<file path="src/rtl/sincos_pkg.sv">
// Shared constants, state encoding and arctangent table for sincos_to_angle.
// Angle constants are Q12 radians; ATAN entries are Q(12+GUARD) radians.
package sincos_pkg;

  localparam int unsigned N        = 24;             // sign-magnitude word width
  localparam int unsigned Q        = 12;             // fractional bits
  localparam int unsigned GUARD    = 2;              // extra internal LSBs
  localparam int unsigned ITER_DEF = 14;             // default CORDIC iterations
  localparam int unsigned W        = N + 2 + GUARD;  // internal two's complement width

  // 1/K = 0.607253 (2487 at Q12); kept at 16 fractional bits so the gain
  // correction adds well under one output LSB of error at full scale.
  localparam int unsigned KF    = 16;
  localparam int unsigned K_INV = 39797;

  localparam int PI      = 12868;  // 0x003244
  localparam int HALF_PI = 6434;
  localparam int TWO_PI  = 25736;

  typedef enum logic [1:0] {
    S_IDLE  = 2'd0,
    S_ROT   = 2'd1,
    S_SCALE = 2'd2,
    S_DONE  = 2'd3
  } state_e;

  // atan(2^-i) * 2^(Q+GUARD), rounded to nearest
  function automatic logic signed [W-1:0] atan_lut(input logic [3:0] idx);
    case (idx)
      4'd0:    atan_lut = W'(12868);
      4'd1:    atan_lut = W'(7596);
      4'd2:    atan_lut = W'(4014);
      4'd3:    atan_lut = W'(2037);
      4'd4:    atan_lut = W'(1023);
      4'd5:    atan_lut = W'(512);
      4'd6:    atan_lut = W'(256);
      4'd7:    atan_lut = W'(128);
      4'd8:    atan_lut = W'(64);
      4'd9:    atan_lut = W'(32);
      4'd10:   atan_lut = W'(16);
      4'd11:   atan_lut = W'(8);
      4'd12:   atan_lut = W'(4);
      4'd13:   atan_lut = W'(2);
      4'd14:   atan_lut = W'(1);
      default: atan_lut = W'(0);
    endcase
  endfunction

endpackage

</file>
<file path="src/rtl/sincos_to_angle_qsm_to_tc.sv">
// Q12.12 sign-magnitude to W-bit two's complement with GUARD extra LSBs.
// Negative zero maps to 0 because negating a zero magnitude yields zero.
//   i_sm    : sign-magnitude input, bit N-1 = sign
//   o_tc_c  : combinational two's complement result, Q(12+GUARD)
module qsm_to_tc
  import sincos_pkg::*;
(
  input  logic [N-1:0]        i_sm,
  output logic signed [W-1:0] o_tc_c
);

  logic signed [W-1:0] mag_c;

  always_comb begin
    mag_c  = W'({i_sm[N-2:0], {GUARD{1'b0}}});
    o_tc_c = i_sm[N-1] ? -mag_c : mag_c;
  end

endmodule

</file>
<file path="src/rtl/sincos_to_angle.sv">
// Recovers rotor angle and vector magnitude from a SinQ/CosQ pair using an
// iterative vectoring CORDIC, one micro-rotation per clock.
// Optional macro SINCOS_UNSIGNED_ANGLE_EN: angle reported in [0, 2pi).
//   clk, reset      : clock, asynchronous active-low reset
//   i_start         : request, sampled only while idle
//   i_sin, i_cos    : Q12.12 sign-magnitude inputs
//   o_angle         : radians, Q12.12 sign-magnitude, (-pi, pi]
//   o_mag           : gain-compensated magnitude, sign bit always 0
//   o_valid         : one-cycle pulse when results update
//   o_busy          : high from the cycle after acceptance until o_valid
//   o_zero          : input vector was (0,0)
//   o_overflow      : magnitude saturated
// ITER legal range is 8..16.
module sincos_to_angle
  import sincos_pkg::*;
#(
  parameter int unsigned ITER = ITER_DEF
) (
  input  logic         clk,
  input  logic         reset,
  input  logic         i_start,
  input  logic [N-1:0] i_sin,
  input  logic [N-1:0] i_cos,
  output logic [N-1:0] o_angle,
  output logic [N-1:0] o_mag,
  output logic         o_valid,
  output logic         o_busy,
  output logic         o_zero,
  output logic         o_overflow
);

  localparam int unsigned NM1 = N - 1;
  localparam int unsigned PW  = W + KF;
  localparam int unsigned SH  = GUARD + KF;
  localparam logic [PW-1:0]       RND      = PW'(64'd1 << (SH - 1));
  localparam logic [PW-1:0]       MAG_MAX  = PW'((64'd1 << (N - 1)) - 64'd1);
  localparam logic signed [W-1:0] PI_W     = W'(PI);
  localparam logic signed [W-1:0] TWO_PI_W = W'(TWO_PI);
  localparam logic signed [W-1:0] PI_G     = W'(PI << GUARD);

  state_e              state_q, state_d;
  logic [3:0]          it_q, it_d;
  logic signed [W-1:0] x_q, x_d, y_q, y_d, z_q, z_d;
  logic                x_neg_q, x_neg_d, y_neg_q, y_neg_d;
  logic                x_zero_q, x_zero_d, y_zero_q, y_zero_d, zero_q, zero_d;
  logic [N-2:0]        axis_q, axis_d;
  logic signed [N-1:0] ang_q, ang_d;
  logic [N-2:0]        mag_q, mag_d;
  logic                ovf_q, ovf_d;
  logic [N-1:0]        angle_q, angle_d, omag_q, omag_d;
  logic                valid_q, valid_d, busy_q, busy_d;
  logic                ozero_q, ozero_d, oovf_q, oovf_d;

  logic signed [W-1:0] sin_tc_c, cos_tc_c;
  logic signed [W-1:0] xs_c, ys_c, atan_c, z_r_c, z_w_c;
  logic [PW-1:0]       prod_c, mag_rnd_c;

  qsm_to_tc u_sin (.i_sm(i_sin), .o_tc_c(sin_tc_c));
  qsm_to_tc u_cos (.i_sm(i_cos), .o_tc_c(cos_tc_c));

  // Micro-rotation operands
  assign xs_c   = x_q >>> it_q;
  assign ys_c   = y_q >>> it_q;
  assign atan_c = atan_lut(it_q);

  // Gain compensation; x is non-negative after vectoring
  assign prod_c    = PW'($unsigned(x_q)) * PW'(K_INV);
  assign mag_rnd_c = (prod_c + RND) >> SH;

  // Round angle to Q12, then fold residual CORDIC error back into (-pi, pi]
  assign z_r_c = (z_q + W'(1 << (GUARD - 1))) >>> GUARD;
  assign z_w_c = (z_r_c > PI_W)   ? z_r_c - TWO_PI_W :
                 (z_r_c <= -PI_W) ? z_r_c + TWO_PI_W : z_r_c;

  // Next-state and datapath
  always_comb begin
    state_d  = state_q;
    it_d     = it_q;
    x_d      = x_q;
    y_d      = y_q;
    z_d      = z_q;
    x_neg_d  = x_neg_q;
    y_neg_d  = y_neg_q;
    x_zero_d = x_zero_q;
    y_zero_d = y_zero_q;
    zero_d   = zero_q;
    axis_d   = axis_q;
    ang_d    = ang_q;
    mag_d    = mag_q;
    ovf_d    = ovf_q;
    angle_d  = angle_q;
    omag_d   = omag_q;
    valid_d  = 1'b0;
    busy_d   = busy_q;
    ozero_d  = ozero_q;
    oovf_d   = oovf_q;

    case (state_q)
      S_IDLE: begin
        if (i_start) begin
          state_d  = S_ROT;
          busy_d   = 1'b1;
          it_d     = 4'd0;
          x_neg_d  = cos_tc_c[W-1];
          y_neg_d  = sin_tc_c[W-1];
          x_zero_d = (cos_tc_c == '0);
          y_zero_d = (sin_tc_c == '0);
          zero_d   = (cos_tc_c == '0) && (sin_tc_c == '0);
          // On-axis inputs report the untouched axis magnitude
          axis_d   = (sin_tc_c == '0) ? i_cos[N-2:0] : i_sin[N-2:0];
          // Left half-plane: rotate by pi so CORDIC converges
          if (cos_tc_c[W-1]) begin
            x_d = -cos_tc_c;
            y_d = -sin_tc_c;
            z_d = sin_tc_c[W-1] ? -PI_G : PI_G;
          end else begin
            x_d = cos_tc_c;
            y_d = sin_tc_c;
            z_d = '0;
          end
        end
      end

      S_ROT: begin
        if (y_q[W-1]) begin
          x_d = x_q - ys_c;
          y_d = y_q + xs_c;
          z_d = z_q - atan_c;
        end else begin
          x_d = x_q + ys_c;
          y_d = y_q - xs_c;
          z_d = z_q + atan_c;
        end
        it_d = it_q + 4'd1;
        if (it_q == 4'(ITER - 1)) state_d = S_SCALE;
      end

      S_SCALE: begin
        state_d = S_DONE;
        ovf_d   = 1'b0;
        if (y_zero_q) begin
          // Covers the zero vector too; x<0 gives +pi exactly
          ang_d = x_neg_q ? N'(PI) : '0;
          mag_d = axis_q;
        end else if (x_zero_q) begin
          ang_d = y_neg_q ? -N'(HALF_PI) : N'(HALF_PI);
          mag_d = axis_q;
        end else begin
          ang_d = N'(z_w_c);
          if (mag_rnd_c > MAG_MAX) begin
            mag_d = '1;
            ovf_d = 1'b1;
          end else begin
            mag_d = mag_rnd_c[N-2:0];
          end
        end
      end

      S_DONE: begin
        state_d = S_IDLE;
`ifdef SINCOS_UNSIGNED_ANGLE_EN
        angle_d = {1'b0, NM1'(ang_q[N-1] ? ang_q + N'(TWO_PI) : ang_q)};
`else
        angle_d = {ang_q[N-1], NM1'(ang_q[N-1] ? -ang_q : ang_q)};
`endif
        omag_d  = {1'b0, mag_q};
        ozero_d = zero_q;
        oovf_d  = ovf_q;
        valid_d = 1'b1;
        busy_d  = 1'b0;
      end

      default: state_d = S_IDLE;
    endcase
  end

  // State and output registers
  always_ff @(posedge clk or negedge reset) begin
    if (!reset) begin
      state_q  <= S_IDLE;
      it_q     <= '0;
      x_q      <= '0;
      y_q      <= '0;
      z_q      <= '0;
      x_neg_q  <= 1'b0;
      y_neg_q  <= 1'b0;
      x_zero_q <= 1'b0;
      y_zero_q <= 1'b0;
      zero_q   <= 1'b0;
      axis_q   <= '0;
      ang_q    <= '0;
      mag_q    <= '0;
      ovf_q    <= 1'b0;
      angle_q  <= '0;
      omag_q   <= '0;
      valid_q  <= 1'b0;
      busy_q   <= 1'b0;
      ozero_q  <= 1'b0;
      oovf_q   <= 1'b0;
    end else begin
      state_q  <= state_d;
      it_q     <= it_d;
      x_q      <= x_d;
      y_q      <= y_d;
      z_q      <= z_d;
      x_neg_q  <= x_neg_d;
      y_neg_q  <= y_neg_d;
      x_zero_q <= x_zero_d;
      y_zero_q <= y_zero_d;
      zero_q   <= zero_d;
      axis_q   <= axis_d;
      ang_q    <= ang_d;
      mag_q    <= mag_d;
      ovf_q    <= ovf_d;
      angle_q  <= angle_d;
      omag_q   <= omag_d;
      valid_q  <= valid_d;
      busy_q   <= busy_d;
      ozero_q  <= ozero_d;
      oovf_q   <= oovf_d;
    end
  end

  assign o_angle    = angle_q;
  assign o_mag      = omag_q;
  assign o_valid    = valid_q;
  assign o_busy     = busy_q;
  assign o_zero     = ozero_q;
  assign o_overflow = oovf_q;

endmodule

</file>
<file path="config.mk">
export PLATFORM = sky130hd
export DESIGN_NAME = sincos_to_angle
export DESIGN_NICKNAME = d
export VERILOG_FILES = /design/src/rtl/sincos_pkg.sv /design/src/rtl/sincos_to_angle_qsm_to_tc.sv /design/src/rtl/sincos_to_angle.sv
export SDC_FILE = /design/constraint.sdc
export NUM_CORES = 2
export LEC_CHECK = 0
export CAP_MARGIN = 20
export CORE_ASPECT_RATIO = 1.25
export CORE_UTILIZATION = 30
export CTS_BUF_LIST = sky130_fd_sc_hd__clkbuf_8
export CTS_CLUSTER_DIAMETER = 60
export CTS_CLUSTER_SIZE = 14
export DETAILED_ROUTE_END_ITERATION = 12
export PLACE_DENSITY = 0.47
export SLEW_MARGIN = 20
export SYNTH_ARGS = -nofsm -noshare
export SYNTH_HDL_FRONTEND = slang
export SYNTH_SLANG_ARGS = --single-unit
export TNS_END_PERCENT = 50
</file>
<file path="constraint.sdc">
create_clock -name clk -period 6.6 [get_ports clk]
set_input_delay 1.65 -clock clk [delete_from_list [all_inputs] [get_ports clk]]
set_output_delay 1.65 -clock clk [all_outputs]
set_load 0.1 [all_outputs]
</file>
# == Yosys cells after proc, flatten, opt, wreduce, memory -nomap -nowiden ==
# Memory sizes are Yosys's and may differ from the RTL's.
# Cells that the tools add are included.
# Widths: inputs -> output; s select.
# classes
n_reduce_logical,10
add_sub_neg,16
muxes,37
n_eq_ne,6
n_lt_le_gt_ge,3
n_mul,1
shifts,2
# ops
cell,count
$mux 28,12
$pmux 28 s2,3
$mux 24,5
$mux 23,5
$add 28x28->28,3
$sub 28x28->28,3
$logic_not 28->1,2
$neg 25->28,2
$neg 28->28,2
$sshr 28x4->28,2
$add 44x18->44 const B,1
$mul 28x16->44 const B,1
$add 28x3->28 const B,1
$gt 26x15->1 const B,1
$gt 26x23->1 const B,1
$le 26x15->1 const B,1
$add 24x16->24 const B,1
$sub 24x16->24 const B,1
$neg 23->23,1
$mux 14,1
$pmux 2 s4,1
$pmux 4 s2,1
$reduce_and 2->1,4
$mux 1,5
other kinds (11),15
# word_totals
inputBits,51
word_cells,96
register_bits,217
rom_bits,224
n_memories,1
# mem_list
name,depth,width,read_ports,rd_clocked_by_memory_dff,wr,line,rtl
(name not given),16,14,1,0,0,sincos_pkg.sv:29,case (idx)

# == Logic depth before layout (Yosys ltp) ==
# logic_depth
word_depth,6
mapped_depth,26
mapped_depth_nobuf,23

# == By module ==
# From an unflattened synthesis, not the netlist that was laid out.
# hier_totals
hier_cells,3540
hier_area_um2,30464.2
# modules_own_cells
mod,area_per_inst_um2,cells_per_inst,n_inst
sincos_to_angle,29275.6,3390,1
qsm_to_tc,594.3,75,2

# == Least setup slack after synthesis ==
# OpenSTA, ideal clock, no wires.
# synth_timing
kind,register to register
startpoint,register x_q[14]
endpoint,register mag_q[10]
path_slack_ns,-0.110
setup_ns,0.083
path_buffers,1
arrival_time_ns,6.627
path_stages_with_launch,23
required_time_ns,6.517
path_cell_list,dfrtp_1 > inv_1 > fa_1 > fa_1 > inv_1 > fa_1 > fa_1 > fa_1 > inv_1 > fa_1 > inv_1 > ha_1 > and3_1 > and3_1 > a22o_1 > a31o_2 > a41o_1 > a211oi_1 > mux2_2 > a41oi_1 > clkbuf_1 > o221ai_1 > o21ai_0
# synth_between
elab_chain_cells,6
# synth_rtl
item,line,rtl
"start, declared",sincos_to_angle.sv:43,"logic signed [W-1:0] x_q, x_d, y_q, y_d, z_q, z_d;"
"start signal, assigned",sincos_to_angle.sv:182,x_q <= '0;
"start signal, assigned",sincos_to_angle.sv:203,x_q <= x_d;
$mul 28x16->44 *,sincos_to_angle.sv:67,assign prod_c = PW'($unsigned(x_q)) * PW'(K_INV);
$add 44x18->44 *,sincos_to_angle.sv:68,assign mag_rnd_c = (prod_c + RND) >> SH;
$gt 26x23->1,sincos_to_angle.sv:150,if (mag_rnd_c > MAG_MAX) begin
$mux 23 *,sincos_to_angle.sv:150,
$mux 23 *,sincos_to_angle.sv:145,end else if (x_zero_q) begin
$mux 23 *,sincos_to_angle.sv:141,if (y_zero_q) begin
"end signal, assigned",sincos_to_angle.sv:213,mag_q <= mag_d;
"end, declared",sincos_to_angle.sv:48,"logic [N-2:0] mag_q, mag_d;"
# Mark *: on every way between the ends. The rest lies on a longest branch, timed or not.
# A chain may end at the register's enable or synchronous reset.

# == Worst setup path after layout ==
# layout_timing
startpoint,register x_q[17]
endpoint,register mag_q[4]
# The elaborated chain is that of the path after synthesis.

==> flow_summary_export.csv <==
group,metric,value,unit
clock_tree,clockBufferDepth,3,
global_route,grt_start_max_net_pins,104,
sta,relSlewSlack,32.31,%
route,remaining_drc_errors,0,
sta,clock-skew-final,63.17,ps
yosys,netlist_area,30480,um^2
floorplanning,rows,130,
floorplanning,core-area,100500,um^2
route,drt_iter0_markers,1612,
yosys,synthDistinctLibCells,103,
floorplanning,die_area,102900,um^2
global_route,grt_antenna_before_repair,4,
floorplanning,io_pins,103,
cells_and_area,finalNetCount,4158,
critical_path,r2r_end,"mag_q[4]$_DFFE_PN0P_",
route,route.vias.total,26329,
cells_and_area,mostFrequentLayoutCells,"inv_1 (338), a21oi_1 (294), ha_1 (273)",
yosys,ys_ff_latch,217,
global_route,grt_pass1_wl,156700,um
critical_path,crit_path_end_kind,"flip-flop",
run_status,status,"completed",
clock_tree,cts_sinks,217,
cells_and_area,final_core_util,34.35,%
route,drt_wl_total,100900,um
yosys,seq_area_frac_synth,17.81,%
yosys,synth_nets,4066,
floorplanning,die-height,358.4,um
yosys,async_flop_share,100.0,%
worst_hold_path,hp-class,"flip-flop to flip-flop",
cells_and_area,nFillCells,10656,
clock_tree,htree_levels,2,
clock_tree,clk_latency,650,ps
global_route,first_global_vias,26496,
critical_path,worstSetupPathType,"flip-flop to flip-flop",
floorplanning,initial_core_util,30.33,%
place,port_buffers,101,
clock_tree,clk_pin_slew,90,ps
critical_path,path_max_fanout,5,
clock_tree,cts_tree,"yes",
critical_path,critPathRequiredTime,7180,ps
yosys,syn_avg_cell_area,8.614,um^2
place,gp_congestion,0.8580,
critical_path,arrival,6970,ps
critical_path,crit_path_start_kind,"flip-flop",
cells_and_area,area_growth,13.26,%
cells_and_area,ff_latch_area,5445,um^2
cells_and_area,layout_commonest_cell,"inv_1",
global_route,gr-total-overflow,0,
yosys,ys.flop_type,"dfrtp_1",
global_route,track_usage,19.52,%
route,post_drt_via_cell_ratio,5.288,
sta,hold_viol,0,
route,routedWlPerCell,20.26,um
route,ant_nets,0,
critical_path,crit_start,"x_q[17]$_DFFE_PN0P_",
yosys,ys_warn_count,0,
cells_and_area,drive_above_1_share,11.79,%
sta,finalMaxSlewViolations,0,
sta,fmax,156.5,MHz
critical_path,reg2reg_setup_slack,210,ps
sta,setup_viol,0,
clock_tree,root_buffer,"clkbuf_8",
place,hpwl,80430,um
sta,fin_crit_sh,96.82,%
sta,period_needed,6390,ps
yosys,syn-instance-count,3539,
route,first_pass_iters,6,
worst_hold_path,min_from,"ovf_q$_DFFE_PN0P_",
floorplanning,die_w,287.1,um
clock_tree,cts_buffers,35,
worst_hold_path,min_path_cells,1,
critical_path,worstReg2RegStart,"x_q[17]$_DFFE_PN0P_",
yosys,synth_enable_flop_cells,0,
cells_and_area,multi_input_area,23190,um^2
worst_hold_path,min_to,"ovf_q$_DFFE_PN0P_",
sta,tightest_slew,1012,ps
critical_path,reg2regPathDepth,22,
run,drv_cap,0,
## cells in the mapped netlist, types with 12 or more instances
master | n | share of area [%]
inv_1 | 352 | 4.3
a21oi_1 | 297 | 4.9
ha_1 | 285 | 12
nor2_1 | 254 | 3.1
nand2_1 | 251 | 3.1
dfrtp_1 | 217 | 18
fa_1 | 191 | 13
xnor2_1 | 178 | 5.1
o21ai_0 | 165 | 2.7
clkbuf_1 | 119 | 1.5
xor2_1 | 118 | 3.4
a21o_1 | 75 | 1.8
nor3_1 | 62 | 1.0
mux2_2 | 59 | 2.2
mux4_2 | 58 | 4.3
nand3_1 | 57 | 0.94
o22ai_1 | 50 | 1.0
mux2i_1 | 47 | 1.5
a31oi_1 | 42 | 0.86
o21ai_1 | 33 | 0.54
and3_1 | 32 | 0.66
a211oi_1 | 31 | 0.76
nor2b_1 | 31 | 0.64
nand2b_1 | 30 | 0.62
or3_1 | 30 | 0.62
o31ai_1 | 29 | 0.71
nor4_1 | 26 | 0.53
nand4_1 | 25 | 0.51
buf_2 | 24 | 0.39
and2_1 | 23 | 0.47
o21a_1 | 22 | 0.54
o21bai_1 | 20 | 0.49
o211ai_1 | 19 | 0.47
or2_2 | 19 | 0.39
or4_1 | 16 | 0.39
buf_1 | 12 | 0.15
buf_4 | 12 | 0.30
o221ai_1 | 12 | 0.34
## per-stage QoR
stage / area, um^2 / instances / hold WS [ps] / setup slack (ps) / setup TNS (ps)
after floorplan: 30490 / 3539 / 449.3 / 61.12 / 0
after global placement: 33390 / 4907 / 478.4 / -161.4 / -2032
after detailed placement: 33400 / 4907 / 480.4 / -168.1 / -2228
after CTS: 34250 / 4970 / 500.7 / -5.001 / -5.001
after global routing: 34520 / 4978 / 515.3 / -35.80 / -204.9
final: 34530 / 4979 / 491.4 / 209.7 / 0
## sequential cells by signal, summed over array words and instances, names as in the netlist
signal,count
axis_q,23
o_valid,1
y_q,28
o_mag,23
o_angle,24
o_zero,1
y_neg_q,1
y_zero_q,1
state_q,2
z_q,28
o_overflow,1
ovf_q,1
it_q,4
x_zero_q,1
zero_q,1
x_q,28
mag_q,23
o_busy,1
x_neg_q,1
ang_q,24
## layout make-up
type	instances	share of cell area, %
clock inverter	25	0.9314
tap	1320	4.784
antenna	2	0.01450
clock buffer	38	1.515
timing repair buffer	229	5.914
inverter	357	3.889
multi-input combinational	2791	67.18
sequential	217	15.77
## layer usage
metal / routed length (um) / vias to the layer above / track usage (%)
met5: 0 / - / 0
met4: 2283 / 0 / 4.415
met3: 4076 / 100 / 2.329
met2: 51680 / 530 / 35.57
met1: 42860 / 12997 / 24.37
li1: - / 12702 / -
## logic make-up (layout without fill, tap and decap cells)
family,after synthesis,after routing,share of synthesized area [%]
AOI/OAI and AO/OA,931,931,19.32
xor gates and xnor gates,297,297,8.578
adders and majority gates,477,477,24.27
buffers and inverters,531,649,6.957
DFF,217,217,17.81
muxes,167,167,8.135
other,1,3,0.01230
and+or+nand+nor,918,918,14.91
## repair_timing
item	4_1_cts	5_1_grt
buffers inserted	0	5
gates cloned	0	2
hold buffers	0	0
pin swaps	0	23
setup endpoints to repair	23	26
gates resized for setup	3	54
## critical path: stages (launching register included)
cell and delay [ps]:
dfrtp_1 390, inv_2 90, buf_4 130, fa_1 440, fa_1 510, inv_1 50, fa_1 550, fa_1 460
fa_1 550, inv_1 50, fa_1 530, inv_1 40, ha_1 330, and3_1 200, a22o_1 210, a31o_4 220
a41o_1 230, a211oi_2 270, mux2_4 350, a41oi_4 270, buf_6 170, o21ba_2 150, a21oi_1 120
## worst max-delay path by stage
stage                                       end  slack (ps)  cells after the start
after CTS                 mag_q[21]$_DFFE_PN0P_          -5                     22
after global placement     mag_q[4]$_DFFE_PN0P_        -160                     22
after detailed placement   mag_q[4]$_DFFE_PN0P_        -170                     22
final                      mag_q[4]$_DFFE_PN0P_         210                     22
after floorplan           mag_q[10]$_DFFE_PN0P_          60                     22
after global routing      mag_q[14]$_DFFE_PN0P_         -40                     23
Power is left out: the tool's default activity adds up to more than one toggle a clock period on the data nets, which glitch-free logic cannot reach.
